$ cat src/rtl/fetch_unit.sv
// fetch_unit: PC register and dual-word instruction fetch feeding the decoder.
// Memory read latency of one cycle is hidden by addressing it with next-PC.
module fetch_unit #(
   parameter int                 ADDR_W   = 16,
   parameter logic [ADDR_W-1:0]  RESET_PC = '0
) (
   input  logic              clk,
   input  logic              rst_n,
   input  logic              cnt_en,
   input  logic              pc_sload,
   input  logic [ADDR_W-1:0] new_pc,
   input  logic              halt,
   input  logic [15:0]       instr_q1,
   input  logic [15:0]       instr_q2,
   output logic [ADDR_W-1:0] instr_addr1,
   output logic [ADDR_W-1:0] instr_addr2,
   output logic [ADDR_W-1:0] pc,
   output logic [15:0]       instruction1,
   output logic [15:0]       instruction2,
   output logic              instr_valid,
   output logic [15:0]       retired,
   output logic              halted
);
   typedef enum logic [1:0] {BOOT, RUN, HALT} state_t;
   state_t            state_q, state_d;
   logic [ADDR_W-1:0] pc_q, pc_d;
   logic              valid_q, valid_d;
   logic [15:0]       retired_q, retired_d;
   logic              acc;
   always_comb begin
      acc       = (state_q == RUN) && valid_q;
      pc_d      = (!acc || halt) ? pc_q :
                  pc_sload       ? new_pc :
                  cnt_en         ? pc_q + ADDR_W'(1) : pc_q;
      state_d   = (state_q == BOOT)                     ? RUN :
                  (state_q == RUN && valid_q && halt)   ? HALT : state_q;
      valid_d   = (state_d == RUN);
      retired_d = retired_q + 16'(acc && (cnt_en || pc_sload || halt));
   end
   always_ff @(posedge clk or negedge rst_n) begin
      if (!rst_n) begin
         state_q   <= BOOT;
         pc_q      <= RESET_PC;
         valid_q   <= 1'b0;
         retired_q <= '0;
      end else begin
         state_q   <= state_d;
         pc_q      <= pc_d;
         valid_q   <= valid_d;
         retired_q <= retired_d;
      end
   end
   // Memory latches next-PC on the same edge pc_q does, so q always tracks pc.
   assign instr_addr1  = pc_d;
   assign instr_addr2  = pc_d + ADDR_W'(1);
   assign pc           = pc_q;
   assign instruction1 = valid_q ? instr_q1 : 16'h0000;
   assign instruction2 = valid_q ? instr_q2 : 16'h0000;
   assign instr_valid  = valid_q;
   assign retired      = retired_q;
   assign halted       = (state_q == HALT);
endmodule
$ cat config.mk
export PLATFORM = sky130hd
export DESIGN_NAME = fetch_unit
export DESIGN_NICKNAME = d
export VERILOG_FILES = /design/src/rtl/fetch_unit.sv
export SDC_FILE = /design/constraint.sdc
export NUM_CORES = 1
export LEC_CHECK = 0
export CORE_ASPECT_RATIO = 0.7
export CORE_UTILIZATION = 30
export CTS_CLUSTER_SIZE = 8
export DETAILED_ROUTE_END_ITERATION = 12
export PLACE_DENSITY_LB_ADDON = 0.2
export SYNTH_ARGS = -nofsm -noshare
export SYNTH_HDL_FRONTEND = slang
export SYNTH_SLANG_ARGS = --single-unit
$ cat constraint.sdc
create_clock -name clk -period 2.9 [get_ports clk]
set_clock_uncertainty 0.05 [all_clocks]
set_input_delay 0.58 -clock clk [delete_from_list [all_inputs] [get_ports clk]]
set_output_delay 0.58 -clock clk [all_outputs]
set_load 0.02 [all_outputs]
==> results.json, run 1 <==
{
  "p_seq_frac": 0.243,
  "grt.total_usage": 0.225,
  "hold_path.class": "reg2reg",
  "grt_overflow": 0,
  "reg2reg_slack_ns": 0.51,
  "final_nets": 572,
  "grt_first_pass_wirelength_mm": 15.6,
  "wirelength_mm": 9.88,
  "synthTopCellsByArea": "dfrtp_1, and2_1, xnor2_1",
  "switching_share": 0.357,
  "final.min_clock_period_ns": 3.18,
  "synth-seq-cells": 35,
  "synth_cells": 269,
  "dieArea_sq_um": 8640,
  "clkTransAtPathRegs_ns": 0.06,
  "r2r_start": "instr_valid",
  "p_leak_nw": 2.36,
  "drc": 0,
  "clk_latency_ns": 0.28,
  "cp_slowest_cell": "or4b_4",
  "setup_viol": 12,
  "synth_edf_count": 0,
  "cp-startpoint": "pc[5]",
  "syn_avg_cell_area_sq_um": 9.21,
  "min_period_over_period": 1.10,
  "worstSetupPathType": "reg2out",
  "synthFlopType": "dfrtp_1",
  "root_buffer": "clkbuf_16",
  "path_buf_inv": 4,
  "async_flop_share": 1.00,
  "ant_nets": 0,
  "finalSetupTns_ns": -2.26,
  "violations": "negative setup slack",
  "timing.fmax_mhz": 315,
  "slew_violations": 0,
  "syn_area_sq_um": 2480,
  "areaGrowthSynthToFinish_pct": 119,
  "yosysMostFrequentCell": "and2_1",
  "slew_headroom": 0.699,
  "critical_path_required_ns": 2.27,
  "pre_cts_ws_ns": -1.20,
  "path_delay_family": "simple AND/OR/NAND/NOR gates",
  "numCtsBuffers": 5,
  "layout-drive-gt1-share": 0.405,
  "hold_path_startpoint": "retired[15]",
  "grt_max_degree": 36,
  "worst_pin_slew_ns": 0.451,
  "slowest_delay_ns": 0.48,
  "worst_slack_ns": -0.279,
  "antennaDiodeCount": 0,
  "path_cells": "buf_4 -> buf_4 -> nor2_1 -> or4b_4 -> nand3_4 -> nor4b_4 -> buf_4 -> nand3_4 -> xnor2_2 -> buf_4",
  "hold_buffers": 0,
  "place_congestion": 0.858,
  "drt_pass1_iterations": 4,
  "ios": 151,
  "finalHoldViolations": 0,
  "powerDensity_nw_per_um2": 455,
  "htree_levels": 2,
  "intPower_w": 0.00159,
  "synth_cell_types": 61,
  "power_frac_comb": 0.499,
  "synth_area_leader_cell": "dfrtp_1",
  "synth_top_area_share": 0.353,
  "cts_sinks": 35,
  "cp-start-kind": "flip-flop",
  "power.switching_w": 0.000880,
  "grt_pass1_vias": 2981,
  "crit_arrival_ns": 2.55,
  "synth_nets": 326,
  "dp_hpwl_mm": 7.18,
  "synthTopCellsByCount": "and2_1, dfrtp_1, xnor2_1",
  "clockPowerShare": 0.258,
  "die_h_um": 78.1,
  "clockBufferDepth": 2,
  "die_w_um": 111,
  "portBuffers": 150,
  "rsz0062_at_grt": "true",
  "synth_warnings": 0,
  "critPathCaptureType": "primary output",
  "cts_tree": "built",
  "vias_per_cell": 4.95,
  "antenna_found_initial": 0,
  "max-cap-violations": 0,
  "vdd_drop_max_uv": 311,
  "routedWlPerCell_um": 16.0,
  "core_sq_um": 7940,
  "vias": 3057,
  "status": "complete, but fails checks",
  "ys_seq_area_frac": 0.353,
  "start_util": 0.312,
  "crit_path_frequent_cell": "buf_4",
  "crit_fanout": 5,
  "rows": 27,
  "drtIter0Drc": 208
}
power groups by stage:
stage	logic (W)	clock network, W	registers, W
after floorplan	0.000422	0	0.000677
after global placement	0.00109	0	0.000603
after detailed placement	0.00110	0	0.000603
after CTS	0.00117	0.000646	0.000597
after global routing	0.00130	0.000667	0.000610
final	0.00123	0.000638	0.000599
final timing paths:
check / depth (start not counted) / to
hold reg to reg: 1 / retired[15]
hold / removal: 1 / retired[15]
max in group asynchronous: 2 / pc[0]
setup reg to reg: 10 / retired[12]
min in group asynchronous: 2 / retired[3]
setup / recovery: 10 / instr_addr2[11]
sequential cells by signal (all words and copies together) (netlist names):
signal,flops
pc,16
retired,16
instr_valid,1
state_q,2
metrics by stage:
stage                util  power (W)  cell area [sq um]  cells  hold slack (ns)
detailed placement  0.602    0.00170               4780    582            0.425
floorplan               -    0.00110               2670    269            0.234
finish              0.683    0.00247               5420    617            0.430
CTS                 0.665    0.00242               5280    612            0.437
global route        0.683    0.00258               5420    617            0.456
global placement    0.602    0.00170               4780    582            0.413
cell type report:
class / instances / area (sq um)
repair buffers: 251 / 2270
flip-flops and latches: 35 / 878
clock inverters: 2 / 38.8
well taps: 101 / 126
fillers: 616 / 2510
multi-input cells: 211 / 1930
inverters: 11 / 43.8
clock buffers: 6 / 139
cell usage in the layout, fill, tap and decap left out, drive strengths merged, types with 9 or more instances in the layout:
cell           Yosys  layout
inv               11      12
xnor2             22      22
and2              36      36
buf               10     123
nand2             20      20
nand4             16      16
clkdlybuf4s50      0     116
nor2              13      13
nand3             20      20
a21oi              9       9
dfrtp             35      35
cell families (layout without fill, tap and decap cells):
logic type / count (synthesis) / after routing / share of synthesized area
buffers and inverters: 24 / 270 / 0.0510
multiplexers: 5 / 5 / 0.0202
XOR/XNOR: 28 / 28 / 0.0989
AO/OA/AOI/OAI: 38 / 38 / 0.116
flip-flops: 35 / 35 / 0.353
adder cells (fa/ha/maj): 4 / 4 / 0.0202
AND/OR/NAND/NOR: 135 / 136 / 0.341
timing repair:
action | in CTS | in global routing
hold endpoints to repair | 0 | 0
pin swaps | 31 | 12
cloned | 1 | 0
setup endpoints to repair | 32 | 26
gates resized for setup | 168 | 34
buffers inserted | 23 | 8
metal layers:
layer | routed length [um] | vias to the layer above | GRT usage
met4 | 163 | 0 | 0.0547
met3 | 621 | 14 | 0.0463
met1 | 4480 | 1439 | 0.307
met5 | 0 | - | 0
li1 | - | 1458 | -
met2 | 4610 | 146 | 0.368
worst reg2reg max path, cell delays in order (launching register included):
cell and delay [ns]:
dfrtp_1 0.43, buf_4 0.29, nand2_1 0.09, nor2_1 0.14, o31a_1 0.16, ha_1 0.23
ha_1 0.20, nand2_1 0.09, or2_2 0.35, nor2_1 0.14, xor2_1 0.16
(Power assumes the default switching activity.)
==> run 2: changes to the inputs <==
--- a/config.mk
+++ b/config.mk
@@ -5,8 +5,10 @@
 export SDC_FILE = /design/constraint.sdc
 export NUM_CORES = 1
 export LEC_CHECK = 0
+export CELL_PAD_IN_SITES_DETAIL_PLACEMENT = 0
+export CELL_PAD_IN_SITES_GLOBAL_PLACEMENT = 2
 export CORE_ASPECT_RATIO = 0.7
-export CORE_UTILIZATION = 30
+export CORE_UTILIZATION = 18
 export CTS_CLUSTER_SIZE = 8
 export DETAILED_ROUTE_END_ITERATION = 12
 export PLACE_DENSITY_LB_ADDON = 0.2
==> results.json, run 2 (synthesized netlist as in run 1, its figures left out) <==
{
  "antennaDiodeCount": 0,
  "clockBufferDepth": 2,
  "critical_path_required_ns": 2.27,
  "layout-drive-gt1-share": 0.436,
  "worstSetupPathType": "reg2out",
  "areaGrowthSynthToFinish_pct": 129,
  "grt_max_degree": 36,
  "pre_cts_ws_ns": -1.28,
  "vdd_drop_max_uv": 315,
  "multi_input_area_sq_um": 2000,
  "clkTransAtPathRegs_ns": 0.06,
  "grt_pass1_vias": 3010,
  "slew_violations": 0,
  "nFillCells": 1329,
  "ant_nets": 0,
  "root_buffer": "clkbuf_16",
  "powerDensity_nw_per_um2": 460,
  "r2r_start": "instr_valid",
  "setup_viol": 11,
  "vias_per_cell": 4.19,
  "hold_path.class": "in2async",
  "drtIter0Drc": 103,
  "fin_hold_ws_ns": 0.338,
  "min_period_over_period": 1.08,
  "critPathCaptureType": "primary output",
  "worst_pin_slew_ns": 0.854,
  "finalHoldViolations": 0,
  "dp_hpwl_mm": 8.53,
  "crit_fanout": 4,
  "wirelength_mm": 11.2,
  "crit_arrival_ns": 2.50,
  "cts_tree": "built",
  "violations": "negative setup slack",
  "final.min_clock_period_ns": 3.13,
  "cts_sinks": 35,
  "final_cell_mix": "clkdlybuf4s50_1, buf_4, and2_1",
  "post_dp_cell_area_sq_um": 4900,
  "mostFrequentLayoutCell": "clkdlybuf4s50_1",
  "drc": 0,
  "numCtsBuffers": 5,
  "cp-start-kind": "flip-flop",
  "antenna_found_initial": 0,
  "dieArea_sq_um": 14300,
  "place_congestion": 0.764,
  "start_util": 0.186,
  "rsz0062_at_grt": "true",
  "grt_overflow": 0,
  "fin_util": 0.427,
  "cp-startpoint": "state_q[1]",
  "drt_pass1_iterations": 4,
  "r2r_cells": 10,
  "final_nets": 581,
  "core_sq_um": 13300,
  "ios": 151,
  "reg2reg_slack_ns": 0.48,
  "rows": 35,
  "routedWlPerCell_um": 15.7,
  "status": "complete, but fails checks",
  "slew_headroom": 0.431,
  "die_h_um": 100,
  "grt_first_pass_wirelength_mm": 17.2,
  "p_total_w": 0.00261,
  "hold_buffers": 0,
  "final-seq-area_sq_um": 881,
  "timing.fmax_mhz": 319,
  "clk_latency_ns": 0.29,
  "die_w_um": 142,
  "design_area_sq_um": 5680,
  "worst_slack_ns": -0.233,
  "htree_levels": 2,
  "vias": 2977,
  "p_leak_nw": 2.46,
  "worst_r2r_endpoint": "retired[12]",
  "portBuffers": 150,
  "grt.total_usage": 0.161,
  "max-cap-violations": 0
}
run 2: cell count changes in the layout (fill, tap and decap cells not counted), sizes merged:
| cell | before | now |
|---|---|---|
| and4bb | 2 | 1 |
| buf | 123 | 133 |
| clkbuf | 6 | 8 |
| clkdlybuf4s15 | 2 | 3 |
| clkdlybuf4s50 | 116 | 114 |
| clkinv | 0 | 1 |
| dlygate4sd2 | 7 | 4 |
| dlymetal6s2s | 3 | 4 |
run 2: report_power, final:
group | leakage [nW] | total [W] | switching [W] | internal [W]
Sequential | 0.439 | 0.000606 | 0.0000596 | 0.000546
Clock | 0.0844 | 0.000650 | 0.000239 | 0.000411
Combinational | 1.94 | 0.00136 | 0.000669 | 0.000689
run 2: final cells by class:
cell class / count / share of cell area
inverters: 11 / 0.00771
clock inverters: 3 / 0.00837
clock buffers: 5 / 0.0220
well taps: 185 / 0.0408
multi-input cells: 210 / 0.353
repair buffers: 261 / 0.413
flip-flops and latches: 35 / 0.155
run 2: repair_timing:
| action | 4_1_cts | 5_1_grt |
|---|---|---|
| pin swaps | 28 | 34 |
| setup buffers | 20 | 17 |
| endpoints found under the hold margin | 0 | 0 |
| resized for setup | 163 | 63 |
| endpoints found under the setup margin | 32 | 27 |
run 2: worst max path at each step:
| stage | to |
|---|---|
| finish | instr_addr2[13] |
| global route | instr_addr2[11] |
| CTS | instr_addr2[11] |
| detailed placement | instr_addr2[15] |
| global placement | instr_addr2[12] |
| floorplan | instr_addr2[15] |
run 2: critical path: stages (launching register included):
cell and delay (ns):
dfrtp_1 0.39, nand4bb_4 0.30, or4b_4 0.59, nand3_4 0.12
nor4b_4 0.26, buf_4 0.20, nand2_2 0.07, xnor2_2 0.12
buf_4 0.15
run 2: per-stage QoR:
| step | TNS (ns) | cells |
|---|---|---|
| 2_1_floorplan | -0.236 | 269 |
| 3_3_place_gp | -28.04 | 669 |
| 3_5_place_dp | -28.46 | 669 |
| 4_1_cts | -2.11 | 696 |
| 5_1_grt | -3.23 | 710 |
| 6_report | -1.78 | 710 |
run 2: metal layers:
metal  part of all wire  track usage  vias to the layer above
li1                   -            -                     1474
met1               0.50        0.238                     1417
met2               0.43        0.234                       74
met3              0.051       0.0367                       12
met4              0.011       0.0364                        0
met5                  0            0                        -
==> run 3: changes to the inputs <==
--- a/config.mk
+++ b/config.mk
@@ -15,3 +15,4 @@
 export SYNTH_ARGS = -nofsm -noshare
 export SYNTH_HDL_FRONTEND = slang
 export SYNTH_SLANG_ARGS = --single-unit
+export TNS_END_PERCENT = 30
==> results.json, run 3 (synthesized netlist as in run 1, its figures left out) <==
{
  "violations": "negative setup slack",
  "min_period_over_period": 1.09,
  "crit_arrival_ns": 2.53,
  "slowest_delay_ns": 0.42,
  "r2r_cells": 10,
  "root_buffer": "clkbuf_16",
  "critical_path_required_ns": 2.27,
  "start_util": 0.186,
  "path_cells": "buf_6 -> and4bb_4 -> mux2i_1 -> a311o_2 -> nand4_4 -> nor4b_4 -> buf_4 -> nand3_4 -> xnor2_2 -> buf_4",
  "mostFrequentLayoutCell": "clkdlybuf4s50_1",
  "clkTransAtPathRegs_ns": 0.07,
  "core_sq_um": 13300,
  "reg2reg_slack_ns": 0.55,
  "slew_violations": 0,
  "powerDensity_nw_per_um2": 459,
  "layout-drive-gt1-share": 0.385,
  "numCtsBuffers": 5,
  "vias_per_cell": 4.22,
  "power.switching_w": 0.000921,
  "worstSetupPathType": "in2out",
  "timing.fmax_mhz": 317,
  "drc": 0,
  "intPower_w": 0.00150,
  "dieArea_sq_um": 14300,
  "antennaDiodeCount": 0,
  "drt_pass1_iterations": 4,
  "hold_path.class": "in2async",
  "grt.total_usage": 0.153,
  "power_frac_comb": 0.513,
  "finalSetupTns_ns": -1.92,
  "cp_slowest_cell": "and4bb_4",
  "vdd_drop_max_uv": 267,
  "final.min_clock_period_ns": 3.16,
  "clk_latency_ns": 0.29,
  "clockPowerShare": 0.238,
  "ios": 151,
  "cts_tree": "built",
  "rows": 35,
  "grt_first_pass_wirelength_mm": 16.4,
  "rsz0062_at_grt": "true",
  "grt_max_degree": 36,
  "r2r_start": "instr_valid",
  "p_seq_frac": 0.249,
  "path_delay_family": "simple AND/OR/NAND/NOR gates",
  "antenna_found_initial": 0,
  "cts_sinks": 35,
  "die_w_um": 142,
  "worst_r2r_endpoint": "retired[12]",
  "finalHoldViolations": 0,
  "htree_levels": 2,
  "switching_share": 0.381,
  "place_congestion": 0.778,
  "wirelength_mm": 11.0,
  "setup_viol": 13,
  "status": "complete, but fails checks",
  "p_leak_nw": 2.23,
  "slew_headroom": 0.440,
  "crit_fanout": 8,
  "crit_path_frequent_cell": "buf_4",
  "cp-start-kind": "primary input",
  "worst_slack_ns": -0.256,
  "areaGrowthSynthToFinish_pct": 113,
  "max-cap-violations": 0,
  "worst_pin_slew_ns": 0.840,
  "final_cell_mix": "clkdlybuf4s50_1, buf_4, and2_1",
  "dp_hpwl_mm": 8.45,
  "p_total_w": 0.00242,
  "clockBufferDepth": 2,
  "vias": 2920,
  "ant_nets": 0,
  "drtIter0Drc": 97,
  "path_buf_inv": 3,
  "die_h_um": 100,
  "critPathCaptureType": "primary output",
  "final_nets": 563,
  "portBuffers": 150,
  "routedWlPerCell_um": 15.8,
  "grt_overflow": 0,
  "grt_pass1_vias": 2849,
  "hold_buffers": 0
}
## run 3: cell count changes in the layout (fill, tap and decap cells not counted), sizes merged
cell / delta
clkbuf: +4
dlygate4sd2: +5
dlymetal6s2s: -3
buf: -21
clkdlybuf4s15: -2
inv: -1
clkinvlp: +1
bufinv: -1
## run 3: power groups by stage
stage          Sequential, W  Combinational, W  Clock, W
2_1_floorplan       0.000677          0.000420         0
3_3_place_gp        0.000607           0.00115         0
3_5_place_dp        0.000605           0.00115         0
4_1_cts             0.000603           0.00120  0.000587
5_1_grt             0.000611           0.00132  0.000611
6_report            0.000602           0.00124  0.000576
## run 3: repair_timing
item,4_1_cts,5_1_grt
gates resized for setup,137,30
buffers inserted,10,10
setup endpoints to repair,32,26
cloned,0,1
pin swaps,21,12
## run 3: metal layers
metal / vias up / track usage / part of all wire
met5: - / 0 / 0
met4: 0 / 0.0331 / 0.0059
met3: 4 / 0.0324 / 0.065
met2: 81 / 0.219 / 0.42
met1: 1402 / 0.231 / 0.51
li1: 1433 / - / -
## run 3: worst max-delay path by stage
stage | to | cells after the start | start
after floorplan | instr_addr2[15] | 8 | halt
after global placement | instr_addr2[12] | 9 | halt
after detailed placement | instr_addr2[12] | 9 | halt
after CTS | instr_addr2[15] | 8 | pc[1]
after global routing | instr_addr2[11] | 9 | pc[0]
final | instr_addr2[11] | 10 | halt
## run 3: area by class of cell
type,instances,area [sq um]
timing repair buffer,243,2150
sequential,35,880
fill,1339,8040
tap,185,231
multi-input combinational,210,1820
clock buffer,6,139
inverter,11,41.3
clock inverter,2,16.3
## run 3: through the flow
stage / area, sq um / setup WS, ns / util / instances / hold slack, ns
floorplan: 2650 / -0.0915 / - / 269 / 0.234
global placement: 4840 / -1.19 / 0.364 / 664 / 0.413
detailed placement: 4840 / -1.23 / 0.364 / 664 / 0.424
CTS: 5160 / -0.289 / 0.388 / 682 / 0.383
global route: 5280 / -0.348 / 0.396 / 692 / 0.423
finish: 5280 / -0.256 / 0.396 / 692 / 0.338
